`config.mk`:
```
export PLATFORM = sky130hd
export DESIGN_NAME = pe_con_mv
export DESIGN_NICKNAME = d
export VERILOG_FILES = /design/src/rtl/pe_con_mv.sv
export SDC_FILE = /design/constraint.sdc
export NUM_CORES = 1
export LEC_CHECK = 0
export ABC_CLOCK_PERIOD_IN_PS = 26400
export BUFFER_PORTS_ARGS = -buffer_cell sky130_fd_sc_hd__buf_2
export CORE_MARGIN = 2
export CORE_UTILIZATION = 55
export DETAILED_ROUTE_END_ITERATION = 6
export PLACE_DENSITY_LB_ADDON = 0.08
export SLEW_MARGIN = 20
export SYNTH_ARGS = -nofsm -noshare
export SYNTH_HDL_FRONTEND = slang
export SYNTH_SLANG_ARGS = --single-unit
```
`constraint.sdc`:
```
create_clock -name aclk -period 26.4 [get_ports aclk]
set_clock_uncertainty 0.05 [all_clocks]
set_input_delay 2.64 -clock aclk [delete_from_list [all_inputs] [get_ports aclk]]
set_output_delay 2.64 -clock aclk [all_outputs]
set_load 0.02 [all_outputs]
```
`src/rtl/pe_con_mv.sv`:
```
`default_nettype none
// ============================================================================
// Module      : pe_con_mv
// Description : Matrix-vector engine y = M*x over a single 32-bit BRAM port.
//               x is first cached locally, then each matrix row is streamed
//               through one MAC lane and one result word is written per row.
//               Optional build macro PE_CON_MV_RELU_EN clamps negative
//               signed results to zero on write (timing unchanged).
// Ports       : aclk, areset (sync, active-high)
//               start, signed_mode, x_base/m_base/y_base (word addresses)
//               busy, done
//               BRAM_ADDR (byte address), BRAM_WRDATA, BRAM_WE, BRAM_CLK,
//               BRAM_RDDATA (valid RD_LATENCY cycles after its address)
// Revision    : 1.0 - initial release
// ============================================================================
module pe_con_mv #(
    parameter int VECTOR_SIZE   = 64,
    parameter int MATRIX_HEIGHT = 64,
    parameter int DATA_WIDTH    = 8,
    parameter int ACC_WIDTH     = 32,
    parameter int RD_LATENCY    = 1
) (
    input  logic        aclk,
    input  logic        areset,
    input  logic        start,
    input  logic        signed_mode,
    input  logic [15:0] x_base,
    input  logic [15:0] m_base,
    input  logic [15:0] y_base,
    output logic        busy,
    output logic        done,
    output logic [31:0] BRAM_ADDR,
    output logic [31:0] BRAM_WRDATA,
    output logic [3:0]  BRAM_WE,
    output logic        BRAM_CLK,
    input  logic [31:0] BRAM_RDDATA
);

    // A load/MAC phase issues VECTOR_SIZE reads and then waits out the latency.
    localparam int c_phase_len = VECTOR_SIZE + RD_LATENCY;
    localparam int c_cyc_w     = $clog2(c_phase_len);
    localparam int c_idx_w     = $clog2(VECTOR_SIZE);
    localparam int c_row_w     = (MATRIX_HEIGHT > 1) ? $clog2(MATRIX_HEIGHT) : 1;
    localparam int c_prod_w    = 2 * DATA_WIDTH + 2;

    localparam logic [c_cyc_w-1:0] c_last_cyc   = c_cyc_w'(c_phase_len - 1);
    localparam logic [c_cyc_w-1:0] c_last_issue = c_cyc_w'(VECTOR_SIZE - 1);
    localparam logic [c_cyc_w-1:0] c_lat        = c_cyc_w'(RD_LATENCY);
    localparam logic [c_row_w-1:0] c_last_row   = c_row_w'(MATRIX_HEIGHT - 1);
    localparam logic [15:0]        c_row_stride = 16'(VECTOR_SIZE);

    typedef enum logic [2:0] {
        S_IDLE   = 3'd0,
        S_LOAD_X = 3'd1,
        S_MAC    = 3'd2,
        S_WRITE  = 3'd3,
        S_DONE   = 3'd4
    } state_t;

    state_t                 r_state;
    state_t                 w_state_next;
    logic [c_cyc_w-1:0]     r_cyc;
    logic [c_row_w-1:0]     r_row;
    logic [15:0]            r_addr;
    logic [15:0]            r_m_row;
    logic [15:0]            r_y_base;
    logic                   r_signed;
    logic [ACC_WIDTH-1:0]   r_acc;
    logic [DATA_WIDTH-1:0]  r_cache [VECTOR_SIZE];

    logic                   w_phase_end;
    logic                   w_data_valid;
    logic                   w_last_row;
    logic [c_idx_w-1:0]     w_idx;
    logic [DATA_WIDTH-1:0]  w_elem;
    logic [DATA_WIDTH-1:0]  w_rd_elem;
    logic signed [DATA_WIDTH:0]   w_opa;
    logic signed [DATA_WIDTH:0]   w_opb;
    logic signed [c_prod_w-1:0]   w_prod;
    logic [ACC_WIDTH-1:0]   w_prod_ext;
    logic [31:0]            w_acc32;

    assign w_phase_end  = (r_cyc == c_last_cyc);
    // Read data for element (r_cyc - RD_LATENCY) is on the bus this cycle.
    assign w_data_valid = (r_cyc >= c_lat);
    assign w_idx        = c_idx_w'(r_cyc - c_lat);
    assign w_last_row   = (r_row == c_last_row);
    assign w_elem       = r_cache[w_idx];
    assign w_rd_elem    = BRAM_RDDATA[DATA_WIDTH-1:0];

    // One extra bit per operand lets a single signed multiplier serve both
    // modes: the extension bit is the MSB in signed mode and 0 otherwise.
    always_comb begin
        w_opa      = $signed({r_signed & w_elem[DATA_WIDTH-1], w_elem});
        w_opb      = $signed({r_signed & w_rd_elem[DATA_WIDTH-1], w_rd_elem});
        w_prod     = c_prod_w'(w_opa) * c_prod_w'(w_opb);
        w_prod_ext = ACC_WIDTH'(w_prod);
    end

    generate
        if (ACC_WIDTH < 32) begin : g_ext
            assign w_acc32 = {{(32 - ACC_WIDTH){r_signed & r_acc[ACC_WIDTH-1]}}, r_acc};
        end else begin : g_noext
            assign w_acc32 = r_acc;
        end
        if (DATA_WIDTH < 32) begin : g_rd_upper
            // Upper read-data bits carry no element data.
            logic w_unused_rd;
            assign w_unused_rd = ^BRAM_RDDATA[31:DATA_WIDTH];
        end
    endgenerate

`ifdef PE_CON_MV_RELU_EN
    assign BRAM_WRDATA = (r_signed && r_acc[ACC_WIDTH-1]) ? 32'h0 : w_acc32;
`else
    assign BRAM_WRDATA = w_acc32;
`endif

    assign BRAM_ADDR = {14'd0, r_addr, 2'b00};
    assign BRAM_CLK  = aclk;

    // ------------------------------------------------------------------
    // State register
    // ------------------------------------------------------------------
    always_ff @(posedge aclk) begin
        if (areset) begin
            r_state <= S_IDLE;
        end else begin
            r_state <= w_state_next;
        end
    end

    // ------------------------------------------------------------------
    // Next state and state-decoded outputs
    // ------------------------------------------------------------------
    always_comb begin
        w_state_next = r_state;
        busy         = 1'b0;
        done         = 1'b0;
        BRAM_WE      = 4'h0;
        case (r_state)
            S_IDLE: begin
                if (start) begin
                    w_state_next = S_LOAD_X;
                end
            end
            S_LOAD_X: begin
                busy = 1'b1;
                if (w_phase_end) begin
                    w_state_next = S_MAC;
                end
            end
            S_MAC: begin
                busy = 1'b1;
                if (w_phase_end) begin
                    w_state_next = S_WRITE;
                end
            end
            S_WRITE: begin
                busy         = 1'b1;
                BRAM_WE      = 4'hF;
                w_state_next = w_last_row ? S_DONE : S_MAC;
            end
            S_DONE: begin
                done         = 1'b1;
                w_state_next = S_IDLE;
            end
            default: begin
                w_state_next = S_IDLE;
            end
        endcase
    end

    // ------------------------------------------------------------------
    // Datapath: address generation, x cache, accumulator
    // ------------------------------------------------------------------
    always_ff @(posedge aclk) begin
        if (areset) begin
            r_cyc    <= '0;
            r_row    <= '0;
            r_addr   <= '0;
            r_m_row  <= '0;
            r_y_base <= '0;
            r_signed <= 1'b0;
            r_acc    <= '0;
            for (int i = 0; i < VECTOR_SIZE; i++) begin
                r_cache[i] <= '0;
            end
        end else begin
            case (r_state)
                S_IDLE: begin
                    if (start) begin
                        r_signed <= signed_mode;
                        r_m_row  <= m_base;
                        r_y_base <= y_base;
                        r_row    <= '0;
                        r_cyc    <= '0;
                        r_addr   <= x_base;
                    end
                end
                S_LOAD_X: begin
                    if (w_data_valid) begin
                        r_cache[w_idx] <= w_rd_elem;
                    end
                    if (w_phase_end) begin
                        r_cyc  <= '0;
                        r_addr <= r_m_row;
                        r_acc  <= '0;
                    end else begin
                        r_cyc <= r_cyc + 1'b1;
                        if (r_cyc < c_last_issue) begin
                            r_addr <= r_addr + 16'd1;
                        end
                    end
                end
                S_MAC: begin
                    if (w_data_valid) begin
                        r_acc <= r_acc + w_prod_ext;
                    end
                    if (w_phase_end) begin
                        r_cyc  <= '0;
                        r_addr <= r_y_base + 16'(r_row);
                    end else begin
                        r_cyc <= r_cyc + 1'b1;
                        if (r_cyc < c_last_issue) begin
                            r_addr <= r_addr + 16'd1;
                        end
                    end
                end
                S_WRITE: begin
                    // On the last row the write address is left on the bus.
                    if (!w_last_row) begin
                        r_row   <= r_row + 1'b1;
                        r_m_row <= r_m_row + c_row_stride;
                        r_addr  <= r_m_row + c_row_stride;
                        r_acc   <= '0;
                    end
                end
                default: begin
                end
            endcase
        end
    end

endmodule
`default_nettype wire

```
* Yosys cells after proc, flatten, opt, wreduce, memory -nomap -nowiden *
Memory sizes are Yosys's and may differ from the RTL's.
Cells that the tools add are included.
W data, S select, Z words.

storage, ports and cells
  flip-flop bits (word level) = 97
  RAM bits = 512
  bits of input ports = 84
  output and inout port bits = 71
  memories kept = 1

operators by class
  add/sub/neg operators = 7
  $mul = 1
  order comparisons = 2
  eq/ne operators = 11
  multiplexer cells = 35
  bitwise operators = 2
  reductions and logical operators = 14

memories
  memory   depth  bits a word  read ports  clocked after Yosys merged registers in  wr ports  RTL line  source
  r_cache  64     8            1           0                                        64        69        logic [DATA_WIDTH-1:0] r_cache [VECTOR_SIZE];

operators with widths
  operator                 count
  $mux W16                 6
  $mux W32                 3
  $pmux W32 S3             1
  $pmux W16 S4             1
  $add A32 B32 Y32         1
  $pmux W16 S2             1
  $mul A9 B9 Y18           1
  $mux W6                  3
  $add A16 B1 Y16 const B  1
  $add A16 B6 Y16          1
  $add A16 B7 Y16 const B  1
  $mux W7                  2
  $pmux W7 S2              1
  $mux W3                  4
  $pmux W3 S4              1
  $pmux W6 S2              1
  $ne A2 B2 Y1 const B     5
  $mux W1                  9
  $reduce_and A3 Y1        3
  $mux W8                  1
  $reduce_or A8 Y1         1
  $add A7 B1 Y7 const B    1
  $eq A7 B7 Y1 const B     1
  $ge A7 B1 Y1 const B     1
  17 further kinds         21

* Longest topological paths before layout *
Gate-level depths: netlist (run 1).

  depth after elaboration = 7
  depth in mapped cells = 46

==> flow_metrics.env, run 1 <==
export IMPL_outcome="finished clean"
export IMPL_floorplan_initialDensity_pct=55.4
export IMPL_netlist_instances=3119
export IMPL_setup_viol_count_final=0
export IMPL_hold_path_cell_cnt=2
export IMPL_vias_per_cell=6.09
export IMPL_areaGrowthSynthToFinish_pct=9.64
export IMPL_final_fill_count=5123
export IMPL_maxSlewHeadroom_pct=24.9
export IMPL_place_ws_ps=10370
export IMPL_first_pass_iters=5
export IMPL_tritoncts_clock_tree="done"
export IMPL_worst_setup_path_startpoint="aclk"
export IMPL_r2r_worst_path_cells=35
export IMPL_die_area_sq_mm=0.0639
export IMPL_synthesis_area_per_instance_sq_um=10.9
export IMPL_nets=3380
export IMPL_grt_start_max_net_pins=130
export IMPL_fin_ws_ps=10110
export IMPL_grt_remaining_overflow=0
export IMPL_number_of_flops_mapped_to_enable_cells_by_yosys=512
export IMPL_critical_path_class="clock port to output pin"
export IMPL_core_area_sq_mm=0.0615
export IMPL_yosysWarnings=0
export IMPL_grt_pass1_vias=24100
export IMPL_synth_seq_area_share_pct=50.8
export IMPL_max_cap_violations=0
export IMPL_dr_first_iter_drc_count=2238
export IMPL_timing_max_transition_violations_final=0
export IMPL_fp_row_count=91
export IMPL_n_antenna_cell=0
export IMPL_asyncSetResetFlopFracSynth_pct=0
export IMPL_place_congestion=0.951
export IMPL_worstHoldStart="r_y_base[5]"
export IMPL_leakage_power_of_the_design_uw=0.0146
export IMPL_ff2ff_setup_slack_ps=14320
export IMPL_layout_core_utilization_pct=60.7
export IMPL_num_io_pins=155
export IMPL_die_height_microns=253
export IMPL_synth_area_sq_mm=0.0341
export IMPL_crit_reg2reg_launch="r_cyc[0]"
export IMPL_grt_setup_unrepaired="no"
export IMPL_antenna_violating_nets_post_route=0
export IMPL_vdd_ir_drop_max_v=0.000128
export IMPL_route_detailed_drc=0
export IMPL_routed_via_count=24300
export IMPL_portBuffers=114
export IMPL_post_cts_setup_buffer_count=0
export IMPL_most_common_layout_cells="and2_1, edfxtp_1, nand2_1"
export IMPL_drive_gt1_share_pct=11.8
export IMPL_wl_per_cell_microns=23.0
export IMPL_tightest_slew_ps=1120
export IMPL_dieWidth_microns=253
export IMPL_synthTopCellsByArea="edfxtp_1, and2_1, dfxtp_1, fa_1, mux4_2"
export IMPL_setup_worst_path_start_class="clock port"
export IMPL_synth_seq_cells=609
export IMPL_worst_endpoint_required_ps=23710
export IMPL_globalRouteTotalUtil_pct=29.0
export IMPL_cp_max_fo=2
export IMPL_synth_lib_cells_used_distinct=82
export IMPL_place_hpwl_microns=57500
export IMPL_powerDensity_mw_per_mm2=93.3
export IMPL_mostFrequentLayoutCell="and2_1"
export IMPL_detail_route_wirelength_microns=91500
export IMPL_yosysTopAreaCell="edfxtp_1"
export IMPL_clkLatencyLatePin_ps=730
export IMPL_synth_main_ff_cell="edfxtp_1"
export IMPL_tns_ps=0
export IMPL_grt_first_pass_wirelength_microns=141000
export IMPL_antenna_found_initial=1
export IMPL_critPathArrivalTime_ps=13600
export IMPL_worstHoldPathType="flop to flop"
export IMPL_yosys_area_top_type_share_pct=45.1
export IMPL_post_cts_resize_count=0
export IMPL_post_cts_hold_buffer_count=0
export IMPL_final_hold_violation_count=0
export IMPL_cts_clk_slew_worst_paths_ps=60
export IMPL_end_kind="output pin"
[cell families after synthesis]
group           after synthesis  synth area share [%]
other cells                   1                0.0110
fa+ha+maj                   155                  7.26
mux                         106                  5.34
buf+inv                     341                  4.34
xor+xnor                     89                  2.37
flops                       609                  50.8
simple gates               1277                  19.8
compound gates              541                  10.0
[Yosys cell counts (all sizes together) (5+ instances only)]
cell type / instances
o311ai: 5
nor4: 6
o21ai: 141
mux2: 7
and3: 13
nand4: 18
a221oi: 10
a22oi: 16
o211ai: 8
clkbuf: 139
xnor2: 53
nor3: 80
o21a: 8
mux2i: 39
a31oi: 32
o22ai: 31
a211oi: 14
fa: 71
a22o: 11
o221ai: 8
inv: 97
nand3b: 5
dfxtp: 97
a21oi: 161
a311oi: 22
mux4: 60
edfxtp: 512
or3: 28
nor3b: 5
nand2b: 9
nand3: 49
xor2: 36
a32oi: 5
a21o: 13
ha: 84
nor2b: 17
buf: 105
and2: 551
o31ai: 19
nor2: 215
nand2: 268
[final cells by class]
cell class	count	area, sq um	area share (%)
Clock buffer	90	1950	5.23
Clock inverter	35	290	0.777
Multi-Input combinational cell	2184	15400	41.2
Inverter	97	367	0.982
Tap cell	790	988	2.65
Sequential cell	609	17300	46.4
Timing Repair Buffer	177	1060	2.83
[worst paths after layout]
| path | to |
|---|---|
| setup / recovery | BRAM_CLK |
| hold / removal | r_y_base[5] |
| setup reg to reg | BRAM_WRDATA[31] |
| hold reg to reg | r_y_base[5] |
[stage by stage]
stage | hold WS, ps | instances | total power (uW) | cell area [sq um]
final | 416 | 3982 | 3490 | 37300
after global placement | 403 | 3858 | 2500 | 35100
after CTS | 415 | 3982 | 3500 | 37300
after floorplan | 386 | 3134 | 2230 | 34100
after global routing | 422 | 3982 | 3720 | 37300
after detailed placement | 406 | 3858 | 2530 | 35100
[sequential cells by signal, summed over array words and instances, names as in the netlist]
name and count:
BRAM_WRDATA 32, r_addr 16, r_cache 512, r_cyc 7
r_m_row 16, r_row 6, r_signed 1, r_state 3
r_y_base 16
[worst max-delay path: stages]
cell       delay [ps]
clkbuf_16         120
clkbuf_16         130
buf_2             150
[where the power goes]
part	leakage (uW)	total [uW]	internal [uW]	switching, uW
registers	0.00608	1090	1070	17.5
clock network	0.00110	963	563	400
logic	0.00739	1430	595	838
[routing by layer]
metal	vias up	GRT usage [%]	wire length (microns)	part of all wire [%]
li1	11100	-	-	-
met1	12100	38.9	37700	41
met2	910	47.8	44200	48
met3	187	4.82	6460	7.1
met4	2	10.5	3160	3.5
met5	-	0	13	0.014
(Power assumes the default switching activity.)
==> inputs of run 2 (changes only) <==
- ABC_AREA: not set -> 1
- ABC_CLOCK_PERIOD_IN_PS: 26400 -> 16300
- clock period: 26.4 -> 16.3 ns (I/O delays scaled with it)
==> flow_metrics.env, run 2 <==
export IMPL_setup_worst_path_start_class="flop"
export IMPL_yosysWarnings=0
export IMPL_synthTopCellsByArea="edfxtp_1, nor2_1, nand2_1, dfxtp_1, fa_1"
export IMPL_core_area_sq_mm=0.0580
export IMPL_cell_with_the_most_instances_after_synthesis="nor2_1"
export IMPL_netlist_instances=3615
export IMPL_synth_main_ff_cell="edfxtp_1"
export IMPL_grt_first_pass_wirelength_microns=144000
export IMPL_achievable_frequency_ghz=0.0924
export IMPL_areaGrowthSynthToFinish_pct=9.58
export IMPL_register_with_the_most_flip_flops="r_cache"
export IMPL_die_area_sq_mm=0.0609
export IMPL_mostFrequentLayoutCell="nor2_1"
export IMPL_most_common_layout_cells="nor2_1, nand2_1, edfxtp_1"
export IMPL_synthTopCellsByCount="nor2_1, nand2_1, edfxtp_1"
export IMPL_place_congestion=0.924
export IMPL_grt_remaining_overflow=0
export IMPL_dieWidth_microns=247
export IMPL_clkLatencyLatePin_ps=740
export IMPL_tns_ps=0
export IMPL_portBuffers=114
export IMPL_crit_family="simple AND/OR/NAND/NOR gates"
export IMPL_drive_gt1_share_pct=8.47
export IMPL_nets=3891
export IMPL_synth_lib_cells_used_distinct=51
export IMPL_end_kind="flop"
export IMPL_synth_seq_cells=609
export IMPL_max_cap_violations=0
export IMPL_number_of_flip_flops_in_the_largest_register=512
export IMPL_final_hold_worst_slack_ps=425
export IMPL_maxSlewHeadroom_pct=17.4
export IMPL_synth_seq_area_share_pct=53.4
export IMPL_tightest_slew_ps=1230
export IMPL_post_cts_resize_count=0
export IMPL_grt_start_max_net_pins=75
export IMPL_vias_per_cell=5.85
export IMPL_grt_pass1_vias=25600
export IMPL_floorplan_initialDensity_pct=55.8
export IMPL_outcome="finished clean"
export IMPL_asyncSetResetFlopFracSynth_pct=0
export IMPL_timing_max_transition_violations_final=0
export IMPL_dr_first_iter_drc_count=2599
export IMPL_cp_max_fo=44
export IMPL_sequential_cell_area_sq_mm=0.0173
export IMPL_fp_row_count=88
export IMPL_post_cts_setup_buffer_count=0
export IMPL_critPathArrivalTime_ps=11340
export IMPL_post_cts_hold_buffer_count=0
export IMPL_worst_endpoint_required_ps=16820
export IMPL_tritoncts_clock_tree="done"
export IMPL_routed_via_count=26200
export IMPL_final_hold_violation_count=0
export IMPL_route_detailed_drc=0
export IMPL_yosysTopAreaCell="edfxtp_1"
export IMPL_setup_viol_count_final=0
export IMPL_number_of_flops_mapped_to_enable_cells_by_yosys=512
export IMPL_critical_path_n_buffers_inverters=8
export IMPL_synth_area_sq_mm=0.0324
export IMPL_worstHoldPathType="flop to flop"
export IMPL_globalRouteTotalUtil_pct=31.2
export IMPL_die_height_microns=247
export IMPL_antenna_violating_nets_post_route=0
export IMPL_final_worst_path_period_share_pct=66.4
export IMPL_critPathSlowestCell="nand3_2"
export IMPL_critical_path_class="flop to flop"
export IMPL_crit_top_cell="nand2_1"
export IMPL_final_fill_count=5013
export IMPL_grt_setup_unrepaired="no"
export IMPL_crit_path_max_incr_delay_ps=850
export IMPL_wl_per_cell_microns=21.1
export IMPL_layout_min_cycle_time_ps=10820
export IMPL_yosys_area_top_type_share_pct=47.4
export IMPL_detail_route_wirelength_microns=94200
export IMPL_multi_input_comb_area_sq_mm=0.0133
export IMPL_synthesis_area_per_instance_sq_um=8.96
export IMPL_first_pass_iters=6
export IMPL_num_io_pins=155
export IMPL_place_hpwl_microns=61800
export IMPL_antenna_found_initial=4
export IMPL_cts_clk_slew_worst_paths_ps=60
-- run 2: cell types whose count changed after synthesis, sizes merged, moves of 27 or more --
cell,previous run,this run
or3,28,0
o22ai,31,215
nand2,268,713
a31oi,32,5
mux4,60,0
nor3,80,31
nand3,49,131
nor2,215,925
clkbuf,139,107
and2,551,3
mux2i,39,0
inv,97,241
xnor2,53,7
-- run 2: path summary, 6_finish.rpt --
check,cells past startpoint,slack (ps),from,endpoint
max,43,5480,r_cyc[0],BRAM_WRDATA[21]
min,2,430,r_y_base[15],r_y_base[15]
max reg2reg,43,5480,r_cyc[0],BRAM_WRDATA[21]
min reg2reg,2,430,r_y_base[15],r_y_base[15]
-- run 2: final cells by class --
| type | count | share of cell area, % |
|---|---|---|
| multi-input combinational | 2587 | 37.6 |
| antenna | 1 | 0.00705 |
| clock buffer | 92 | 5.47 |
| tap | 765 | 2.70 |
| sequential | 609 | 48.8 |
| timing repair buffer | 140 | 2.16 |
| clock inverter | 37 | 0.740 |
| inverter | 242 | 2.57 |
-- run 2: worst min-delay path: stages (launching register included) --
cell and delay [ps]:
dfxtp_1 310, inv_1 70, a21oi_1 60
-- run 2: routing by layer --
metal / global-route usage, % / wire length [microns] / vias up
met3: 5.07 / 7740 / 167
met5: 0 / 41 / -
met4: 11.7 / 3070 / 6
met2: 51.7 / 45300 / 1172
li1: - / - / 12200
met1: 41.6 / 38000 / 12600
-- run 2: cells by family after synthesis --
family	count (synthesis)	share of synthesized area, %
AOI/OAI and AO/OA	547	9.63
xor gates and xnor gates	30	0.869
adders and majority gates	155	7.63
buffers and inverters	434	5.68
DFF	609	53.4
other	1	0.0116
and+or+nand+nor	1839	22.7
-- run 2: metrics by stage --
stage	cells	utilization (%)	cell area, sq um	setup slack [ps]
final	4473	61.2	35500	5480
after global routing	4473	61.2	35500	4970
after CTS	4472	61.2	35500	5680
after detailed placement	4344	57.4	33300	5730
after global placement	4344	57.4	33300	5780
after floorplan	3630	-	32500	6340
Power of run 2 is left out: the tool's default activity adds up to more than one toggle a clock period on the data nets, which glitch-free logic cannot reach.
